<file path="src/rtl/control_unit.sv">
// Five-state sequencer for the cs147sec05 processor: latches the fetched
// instruction and decodes it into the data path CTRL word and memory strobes.
module control_unit (
  input  logic        CLK,
  input  logic        RST,
  input  logic [31:0] INSTRUCTION,
  input  logic        ZERO,
  output logic [31:0] CTRL,
  output logic        READ,
  output logic        WRITE
);

  typedef enum logic [2:0] {FETCH, DECODE, EXECUTE, MEMORY, WRITEBACK} state_t;

  localparam logic [5:0] OP_RTYPE = 6'h00, OP_ADDI = 6'h08, OP_MULI = 6'h1d,
                         OP_ANDI  = 6'h0c, OP_ORI  = 6'h0d, OP_LUI  = 6'h0f,
                         OP_SLTI  = 6'h0a, OP_BEQ  = 6'h04, OP_BNE  = 6'h05,
                         OP_LW    = 6'h23, OP_SW   = 6'h2b, OP_JMP  = 6'h02,
                         OP_JAL   = 6'h03, OP_PUSH = 6'h1b, OP_POP  = 6'h1c;

  localparam logic [5:0] FN_ADD = 6'h20, FN_SUB = 6'h22, FN_MUL = 6'h2c,
                         FN_AND = 6'h24, FN_OR  = 6'h25, FN_NOR = 6'h27,
                         FN_SLT = 6'h2a, FN_SLL = 6'h01, FN_SRL = 6'h02,
                         FN_JR  = 6'h08;

  localparam logic [5:0] ALU_NONE = 6'd0, ALU_ADD = 6'd1, ALU_SUB = 6'd2,
                         ALU_MUL  = 6'd3, ALU_SHR = 6'd4, ALU_SHL = 6'd5,
                         ALU_AND  = 6'd6, ALU_OR  = 6'd7, ALU_NOR = 6'd8,
                         ALU_SLT  = 6'd9;

  localparam logic [31:0] B_IR_LOAD = 32'h0000_0010, B_SP_LOAD = 32'h0000_0020,
                          B_REG_R   = 32'h0000_0040, B_REG_W   = 32'h0000_0080,
                          B_OP1     = 32'h0000_0100, B_OP2_1   = 32'h0000_0200,
                          B_OP2_2   = 32'h0000_0400, B_OP2_3   = 32'h0000_0800,
                          B_OP2_4   = 32'h0000_1000, B_WD_1    = 32'h0000_2000,
                          B_WD_2    = 32'h0000_4000, B_WD_3    = 32'h0000_8000,
                          B_R1_1    = 32'h0001_0000, B_WA_1    = 32'h0002_0000,
                          B_WA_2    = 32'h0004_0000, B_WA_3    = 32'h0008_0000,
                          B_MA_1    = 32'h0010_0000, B_MA_2    = 32'h0020_0000,
                          B_MD_1    = 32'h0040_0000;

  localparam logic [31:0] FETCH_VEC = B_MA_2 | B_IR_LOAD;
  localparam logic [31:0] WB_RTYPE  = B_REG_W | B_WA_3 | B_WD_3;
  localparam logic [31:0] WB_ITYPE  = WB_RTYPE | B_WA_1;

  localparam logic [3:0] PC_NEXT = 4'hB, PC_BRANCH = 4'hF, PC_JR = 4'h9, PC_JUMP = 4'h1;

  state_t      state;
  logic [31:0] il;
  logic [5:0]  opcode, funct, alu_op;
  logic [31:0] exe_bits, mem_bits, wb_bits;
  logic [31:0] exe_vec, mem_vec, wb_vec;
  logic [3:0]  pc_bits;
  logic        mem_rd, mem_wr;
  logic        unused_fields;

  assign opcode = il[31:26];
  assign funct  = il[5:0];
  // Register and immediate fields are routed by the data path, not decoded here.
  assign unused_fields = ^il[25:6];

  always_ff @(posedge CLK or negedge RST) begin
    if (!RST) begin
      state <= FETCH;
      il    <= '0;
    end else begin
      case (state)
        FETCH: begin
          il    <= INSTRUCTION;
          state <= DECODE;
        end
        DECODE:    state <= EXECUTE;
        EXECUTE:   state <= MEMORY;
        MEMORY:    state <= WRITEBACK;
        WRITEBACK: state <= FETCH;
        default:   state <= FETCH;
      endcase
    end
  end

  always_comb begin
    alu_op   = ALU_NONE;
    exe_bits = '0;
    mem_bits = '0;
    wb_bits  = '0;
    pc_bits  = PC_NEXT;
    mem_rd   = 1'b0;
    mem_wr   = 1'b0;
    case (opcode)
      OP_RTYPE: begin
        case (funct)
          FN_ADD:  alu_op = ALU_ADD;
          FN_SUB:  alu_op = ALU_SUB;
          FN_MUL:  alu_op = ALU_MUL;
          FN_AND:  alu_op = ALU_AND;
          FN_OR:   alu_op = ALU_OR;
          FN_NOR:  alu_op = ALU_NOR;
          FN_SLT:  alu_op = ALU_SLT;
          FN_SLL:  alu_op = ALU_SHL;
          FN_SRL:  alu_op = ALU_SHR;
          FN_JR:   pc_bits = PC_JR;
          default: ;
        endcase
        if (funct == FN_SLL || funct == FN_SRL) exe_bits = B_OP2_1 | B_OP2_3;
        else if (alu_op != ALU_NONE)            exe_bits = B_OP2_4;
        if (alu_op != ALU_NONE) wb_bits = WB_RTYPE;
      end
      OP_ADDI: begin alu_op = ALU_ADD; exe_bits = B_OP2_2; wb_bits = WB_ITYPE; end
      OP_MULI: begin alu_op = ALU_MUL; exe_bits = B_OP2_2; wb_bits = WB_ITYPE; end
      OP_SLTI: begin alu_op = ALU_SLT; exe_bits = B_OP2_2; wb_bits = WB_ITYPE; end
      OP_ANDI: begin alu_op = ALU_AND; wb_bits = WB_ITYPE; end
      OP_ORI:  begin alu_op = ALU_OR;  wb_bits = WB_ITYPE; end
      OP_LUI:  wb_bits = WB_ITYPE | B_WD_2;
      OP_LW: begin
        alu_op = ALU_ADD; exe_bits = B_OP2_2; mem_rd = 1'b1; wb_bits = WB_ITYPE | B_WD_1;
      end
      OP_SW: begin alu_op = ALU_ADD; exe_bits = B_OP2_2; mem_wr = 1'b1; end
      OP_BEQ: begin
        alu_op = ALU_SUB; exe_bits = B_OP2_4;
        if (ZERO) pc_bits = PC_BRANCH;
      end
      OP_BNE: begin
        alu_op = ALU_SUB; exe_bits = B_OP2_4;
        if (!ZERO) pc_bits = PC_BRANCH;
      end
      OP_JMP: pc_bits = PC_JUMP;
      OP_JAL: begin pc_bits = PC_JUMP; wb_bits = B_REG_W | B_WA_2; end
      // Push stores r0 at SP and decrements SP afterwards; pop increments SP first.
      OP_PUSH: begin
        alu_op = ALU_SUB; exe_bits = B_OP1 | B_OP2_3 | B_R1_1;
        mem_wr = 1'b1; mem_bits = B_MA_1 | B_MD_1; wb_bits = B_SP_LOAD;
      end
      OP_POP: begin
        alu_op = ALU_ADD; exe_bits = B_OP1 | B_OP2_3 | B_SP_LOAD;
        mem_rd = 1'b1; mem_bits = B_MA_1; wb_bits = B_REG_W | B_WD_1 | B_WD_3;
      end
      default: ;
    endcase
  end

  assign exe_vec = {alu_op, 26'b0} | exe_bits | B_REG_R;
  assign mem_vec = (exe_vec & ~B_SP_LOAD) | mem_bits;
  assign wb_vec  = mem_vec | wb_bits | {28'b0, pc_bits};

  // Outputs are forced low for as long as reset is held, whatever the state.
  always_comb begin
    CTRL  = '0;
    READ  = 1'b0;
    WRITE = 1'b0;
    if (RST) begin
      case (state)
        FETCH: begin
          CTRL = FETCH_VEC;
          READ = 1'b1;
        end
        DECODE:  CTRL = B_REG_R | (exe_bits & B_R1_1);
        EXECUTE: CTRL = exe_vec;
        MEMORY: begin
          CTRL  = mem_vec;
          READ  = mem_rd;
          WRITE = mem_wr;
        end
        WRITEBACK: begin
          CTRL = wb_vec;
          READ = mem_rd;
        end
        default: ;
      endcase
    end
  end

endmodule

</file>
<file path="config.mk">
export PLATFORM = sky130hd
export DESIGN_NAME = control_unit
export DESIGN_NICKNAME = d
export VERILOG_FILES = /design/src/rtl/control_unit.sv
export SDC_FILE = /design/constraint.sdc
export NUM_CORES = 1
export LEC_CHECK = 0
export BUFFER_PORTS_ARGS = -buffer_cell sky130_fd_sc_hd__buf_4
export CELL_PAD_IN_SITES_DETAIL_PLACEMENT = 1
export CELL_PAD_IN_SITES_GLOBAL_PLACEMENT = 1
export CORE_MARGIN = 3
export CORE_UTILIZATION = 36
export DETAILED_ROUTE_END_ITERATION = 8
export GPL_TIMING_DRIVEN = 1
export PLACE_DENSITY = 0.95
export SLEW_MARGIN = 20
export SYNTH_ARGS = -nofsm -noshare
export SYNTH_HDL_FRONTEND = slang
export SYNTH_SLANG_ARGS = --single-unit
export TNS_END_PERCENT = 10
</file>
<file path="constraint.sdc">
create_clock -name CLK -period 3.32 [get_ports CLK]
set_input_delay 0.664 -clock CLK [delete_from_list [all_inputs] [get_ports CLK]]
set_output_delay 0.664 -clock CLK [all_outputs]
set_load 0.01 [all_outputs]
</file>
==> key figures, run 1 <==
Floorplanning
  • Die footprint: about 0.0052 mm^2
  • Die W: around 72 um
  • Core footprint: 0.00409 mm^2
  • I/O pin cnt: 69
  • Starting density of the core: 38.2%
  • Row cnt: 23
  • Die height: 71.9 um

Place
  • Placed instance area: 0.00186 mm^2
  • GP Congestion: between 0.9 and 1
  • Port bufs: 43
  • HPWL Detailed: 3610 um

Routing
  • 1st-iter DRT viols: 145
  • Final wirelength: ~4600 um
  • Wire per inst: approximately 16 um
  • DRC: 0
  • Pre-antenna DRT Iters: 4
  • Routed vias/inst: 5.54
  • Final ANT Viol Nets: 0
  • Via count: around 1,600

Global routing
  • Total track usage: between 10% and 20%
  • First-pass GRT wire length: 7860 um
  • Vias in the first global route: 1,633
  • Initial antenna violation count: 0
  • Grt ovf: 0
  • Largest net degree at the start of global routing: 24

STA
  • Fin crit period: 2.91 ns
  • Max_slew headroom: 65.1%
  • Final Setup Violations: 0
  • Final cycle utilization of the critical path: 87.5%
  • RSZ-0062 raised after global routing: no
  • Hold WS: 0.295 ns
  • Setup TNS: 0 ns
  • Slew @ Worst Pin: 0.524 ns
  • Fmax: between 0.3 and 0.4 GHz
  • Max-slew violations: 0
  • Final hold vios: 0
  • Worst Skew: 0.000466 ns

Synthesis
  • Avg Inst Size Synth: 7.65 um^2
  • Compound-cell area share of the yosys netlist: 22.1%
  • Register area share after synthesis: 24.0%
  • XOR/XNOR Fraction of Synth Area: 2.80%
  • Async SR Flop Fraction: 100%
  • #FFs+latches synth: 15
  • Post-synthesis mux area share: 7.85%
  • Synth Area in Adders: 0%
  • Mapped Area: 0.00156 mm^2
  • Leading register cell type out of synthesis: dfrtp_1
  • Post-synth EDFFs: 0
  • Synthesis Warnings: 0
  • Largest family of logic cells by synthesized area: simple AND/OR/NAND/NOR gates
  • Simple-gate share of the synthesized area: 33.5%
  • Synth cell types: 50
  • Cells after synthesis: 204

Power
  • P_leak: around 0.8 nW
  • Combinational share of power: between 20% and 30%
  • Cell internal pwr: 0.000325 W
  • Reg power frac: a little under half
  • Switch share: about 30%
  • VDD IR max: 231 uV
  • Switching Power: 0.000138 W
  • Clock share of power: 30.5%
  • PD cells: 243 mW/mm^2

Worst setup path
  • CP Data Required Time: 2.66 ns
  • Crit path launch: il[30]
  • R2r startpoint: state[2]
  • Startpoint type of the worst setup path: register
  • R2R setup slack: roughly 1.9 ns
  • Critical path class: reg2out
  • Worst-path fanout max: 15
  • FF-to-FF path depth: 3
  • Worst R2R End: il[26]
  • Crit path DAT: 2.24 ns
  • Critical path capture point type: output pin

CTS
  • Clock sinks: 15
  • TritonCTS buffer count: 3
  • H-tree levels: 1
  • Clock Path Buffers: 2
  • Resized Gates After CTS: 0
  • Worst-Skew Late Latency: between 0.2 and 0.25 ns
  • Post-CTS setup buffers: 0
  • CTS tree: yes
  • CTS clk-pin slew, worst paths: 0.06 ns
  • CTS root buf: clkbuf_8
  • Post-cts hold buffer count: 0

Status
  • Status: finished clean

Layout
  • Area Growth Syn to Fin: 22.0%
  • Final nets: 273
  • # diodes: 0
  • Fraction of layout cells with a size suffix above 1: a little under 30%
  • Most frequent cells in the layout: buf_4, nand2_1, nor2_1
  • Post-Layout Inst Area: 0.00190 mm^2
  • Most common cell after layout, fill and taps aside: buf_4

Job
  • Max cap viols: 0

Min path
  • Hold WC Path Type: in2async
==> layout make-up <==
class | instances | area (um^2)
timing repair buffer | 46 | 345
clock buffer | 4 | 45.0
fill | 525 | 2180
inverter | 6 | 22.5
tap | 50 | 62.6
multi-input combinational | 166 | 1050
sequential | 15 | 375
==> routing by layer <==
layer  global-route usage (%)  up-vias  share of wire [%]
met3                    0.421        4                3.9
met4                     4.80        0               0.84
met5                        0        -                  0
met2                     33.1       40                 51
li1                         -      780                  -
met1                     25.1      766                 44
==> power groups by stage <==
stage	registers, W	logic (W)	clock network (W)
3_5_place_dp	0.000217	0.000108	0
5_1_grt	0.000217	0.000120	0.000156
4_1_cts	0.000214	0.000108	0.000145
2_1_floorplan	0.000201	0.0000871	0
3_3_place_gp	0.000216	0.000103	0
6_report	0.000214	0.000108	0.000141
==> synthesized netlist by cell type (3+ instances only) <==
master / n / area (um^2)
nor2_1: 18 / 67.6
buf_2: 13 / 65.1
buf_4: 8 / 60.1
a31oi_1: 4 / 25.0
nand4_1: 3 / 18.8
nor3b_1: 3 / 22.5
nor3_1: 7 / 35.0
inv_1: 6 / 22.5
xor2_1: 3 / 26.3
nor4_1: 3 / 18.8
nand3_1: 7 / 35.0
mux2_2: 10 / 113
nor2b_1: 10 / 62.6
a21oi_1: 17 / 85.1
dfrtp_1: 15 / 375
nand2_1: 19 / 71.3
o21ai_0: 6 / 30.0
nand2b_1: 8 / 50.1
==> flip-flops by register name, summed over array words and instances, names as in the netlist <==
name,cells
state,3
il,12
==> through the flow <==
step | util, % | power [W] | setup slack (ns) | std cells
after floorplan | - | 0.000288 | 1.16 | 208
after global placement | 45.5 | 0.000319 | 0.731 | 283
after detailed placement | 45.5 | 0.000325 | 0.708 | 283
after CTS | 46.6 | 0.000467 | 0.428 | 287
after global routing | 46.6 | 0.000492 | 0.269 | 287
final | 46.6 | 0.000463 | 0.414 | 287
==> worst max-delay path: stages, from the launching register on <==
cell,delay [ns]
dfrtp_1,0.56
nor3_4,0.38
nand2_2,0.17
o32ai_4,0.38
o2111ai_1,0.16
a21oi_1,0.21
buf_4,0.15
==> cells by family (layout without fill, tap and decap cells) <==
kind of cell / Yosys count / count (layout)
simple gates: 95 / 95
compound gates: 50 / 50
buf+inv: 27 / 56
flops: 15 / 15
mux: 11 / 11
xor+xnor: 5 / 5
other cells: 1 / 5
==> worst max path at each step <==
stage | end | slack [ns] | depth (start not counted)
2_1_floorplan | CTRL[7] | 1.16 | 6
6_report | CTRL[28] | 0.41 | 6
5_1_grt | CTRL[28] | 0.27 | 6
3_3_place_gp | CTRL[28] | 0.73 | 6
3_5_place_dp | CTRL[28] | 0.71 | 6
4_1_cts | CTRL[28] | 0.43 | 6
Power figures use the tool's default switching activity.
==> run 2, diff against run 1 <==
--- a/config.mk
+++ b/config.mk
@@ -6,10 +6,8 @@
 export NUM_CORES = 1
 export LEC_CHECK = 0
 export BUFFER_PORTS_ARGS = -buffer_cell sky130_fd_sc_hd__buf_4
-export CELL_PAD_IN_SITES_DETAIL_PLACEMENT = 1
-export CELL_PAD_IN_SITES_GLOBAL_PLACEMENT = 1
 export CORE_MARGIN = 3
-export CORE_UTILIZATION = 36
+export CORE_UTILIZATION = 50
 export DETAILED_ROUTE_END_ITERATION = 8
 export GPL_TIMING_DRIVEN = 1
 export PLACE_DENSITY = 0.95
==> key figures, run 2 (synthesized netlist as in run 1, its figures left out) <==
Floorplanning
  • Row cnt: 19 (was 23)
  • I/O pin cnt: 69 (unchanged)
  • Die W: 61.9 um (was 71.9 um)
  • Die height: 61.9 um (was 71.9 um)
  • Die footprint: 0.00383 mm^2 (was 0.00516 mm^2)
  • Starting density of the core: 54.3% (was 38.2%)
  • Core footprint: 0.00288 mm^2 (was 0.00409 mm^2)

Job
  • Max cap viols: 0 (unchanged)

Layout
  • Fraction of layout cells with a size suffix above 1: 29.2% (was 29.1%)
  • Sequential Area: 375 um^2 (unchanged)
  • Most frequent cells in the layout: buf_4, nand2_1, nor2_1 (unchanged)
  • Area Growth Syn to Fin: 19.7% (was 22.0%)
  • FILL cells: 260 (was 525)
  • Multi-input gate area in the final layout: 0.00105 mm^2 (unchanged)
  • Biggest register: il (unchanged)
  • Largest register FFs: 12 (unchanged)
  • Most common cell after layout, fill and taps aside: buf_4 (unchanged)
  • # diodes: 0 (unchanged)
  • Top Registers: il: 12 flops, state: 3 flops (unchanged)
  • Final nets: 272 (was 273)

Min path
  • Hold WC Path Type: in2async (unchanged)

Power
  • Cell internal pwr: 0.000284 W (was 0.000325 W)
  • P_leak: 0.782 nW (was 0.792 nW)
  • Combinational share of power: 24.2% (was 23.3%)
  • Reg power frac: 52.1% (was 46.2%)
  • Switching Power: 0.000131 W (was 0.000138 W)
  • Switch share: 31.6% (was 29.9%)
  • VDD IR max: 275 uV (was 231 uV)
  • PD cells: 222 mW/mm^2 (was 243 mW/mm^2)
  • Clock share of power: 23.7% (was 30.5%)

Routing
  • Routed vias/inst: 5.76 (was 5.54)
  • Final wirelength: 3820 um (was 4650 um)
  • DRC: 0 (unchanged)
  • 1st-iter DRT viols: 139 (was 145)
  • Wire per inst: 13.7 um (was 16.2 um)
  • Final ANT Viol Nets: 0 (unchanged)
  • Pre-antenna DRT Iters: 4 (unchanged)
  • Via count: 1,601 (was 1,590)

Worst setup path
  • Critical path capture point type: output pin (unchanged)
  • Worst path slowest cell: dfrtp_1 (unchanged)
  • CP Data Required Time: 2.66 ns (about the same)
  • FF-to-FF path depth: 3 (unchanged)
  • Worst R2R End: il[2] (was il[26])
  • R2r startpoint: state[2] (unchanged)
  • CP max stage delay: 0.57 ns (was 0.56 ns)
  • Crit path buf inv count: 1 (unchanged)
  • Delay-heaviest family, CP: compound AO/OA/AOI/OAI gates (unchanged)
  • Crit path DAT: 2.25 ns (was 2.24 ns)
  • R2R setup slack: 1.94 ns (about the same)
  • Startpoint type of the worst setup path: register (unchanged)
  • Worst-path fanout max: 15 (unchanged)
  • Critical path class: reg2out (unchanged)
  • Crit-path cells: nor3_4, nand2_2, o32ai_4, o2111ai_1, a21oi_1, buf_4 (unchanged)

CTS
  • Post-CTS setup buffers: 0 (unchanged)
  • CTS root buf: clkbuf_4 (was clkbuf_8)
  • Clock Path Buffers: 2 (unchanged)
  • H-tree levels: 1 (unchanged)
  • Resized Gates After CTS: 0 (unchanged)
  • Worst-Skew Late Latency: 0.28 ns (was 0.24 ns)
  • TritonCTS buffer count: 3 (unchanged)
  • Clock sinks: 15 (unchanged)
  • CTS tree: yes (unchanged)
  • CTS clk-pin slew, worst paths: 0.09 ns (was 0.06 ns)
  • Post-cts hold buffer count: 0 (unchanged)

STA
  • Final Setup Violations: 0 (unchanged)
  • Slew @ Worst Pin: 0.591 ns (was 0.524 ns)
  • RSZ-0062 raised after global routing: no (unchanged)
  • Final hold vios: 0 (unchanged)
  • Hold WS: 0.246 ns (was 0.295 ns)
  • Fmax: 0.343 GHz (was 0.344 GHz)
  • Final cycle utilization of the critical path: 87.9% (was 87.5%)
  • Max_slew headroom: 60.6% (was 65.1%)
  • Setup TNS: 0 ns (unchanged)
  • Worst Skew: 0.00497 ns (was 0.000466 ns)
  • Max-slew violations: 0 (unchanged)
  • Fin crit period: 2.92 ns (was 2.91 ns)

Global routing
  • Vias in the first global route: 1,392 (was 1,633)
  • First-pass GRT wire length: 6240 um (was 7860 um)
  • Initial antenna violation count: 0 (unchanged)
  • Largest net degree at the start of global routing: 24 (unchanged)
  • Total track usage: 21.4% (was 18.7%)
  • Grt ovf: 0 (unchanged)

Place
  • HPWL Detailed: 2880 um (was 3610 um)
  • GP Congestion: 1.00 (was 0.918)
  • Port bufs: 43 (unchanged)

Status
  • Status: finished clean (unchanged)
## run 2: cell type report
class / count / share of cell area [%]
flip-flops and latches: 15 / 20.1
well taps: 42 / 2.81
clock buffers: 3 / 1.20
inverters: 6 / 1.20
multi-input cells: 166 / 56.4
clock inverters: 1 / 0.268
repair buffers: 45 / 18.1
## run 2: power groups by stage
stage | clock [W] | combinational, W | sequential, W
4_1_cts | 0.000105 | 0.000100 | 0.000215
6_report | 0.0000984 | 0.000100 | 0.000216
3_5_place_dp | 0 | 0.0000998 | 0.000218
2_1_floorplan | 0 | 0.0000871 | 0.000201
5_1_grt | 0.000113 | 0.000112 | 0.000218
3_3_place_gp | 0 | 0.0000972 | 0.000217
## run 2: worst register-to-register path: stages, from the launching register on
cell and delay (ns):
dfrtp_1 0.52, nor3_4 0.16, buf_4 0.24, mux2_2 0.36
## run 2: metal layers
layer / GRT usage (%) / part of all wire (%) / vias up
met5: 0 / 0 / -
met3: 1.86 / 7.1 / 8
met2: 33.5 / 49 / 74
li1: - / - / 781
met1: 30.3 / 43 / 738
met4: 8.79 / 1.2 / 0
## run 2: worst max path at each step
stage	startpoint	end	slack, ns	depth (start not counted)
global route	il[30]	CTRL[28]	0.22	6
global placement	il[30]	CTRL[28]	0.80	6
floorplan	state[0]	CTRL[7]	1.16	6
CTS	il[30]	CTRL[28]	0.43	6
finish	il[30]	CTRL[28]	0.40	6
detailed placement	il[30]	CTRL[28]	0.75	6
## run 2: stage by stage
stage / area (um^2) / worst slack (ns) / power (W) / instances / utilization (%)
floorplan: 1580 / 1.16 / 0.000288 / 208 / -
global placement: 1840 / 0.805 / 0.000315 / 274 / 64.0
detailed placement: 1840 / 0.753 / 0.000318 / 274 / 64.0
CTS: 1870 / 0.427 / 0.000419 / 278 / 65.0
global route: 1870 / 0.218 / 0.000443 / 278 / 65.0
finish: 1870 / 0.403 / 0.000415 / 278 / 65.0
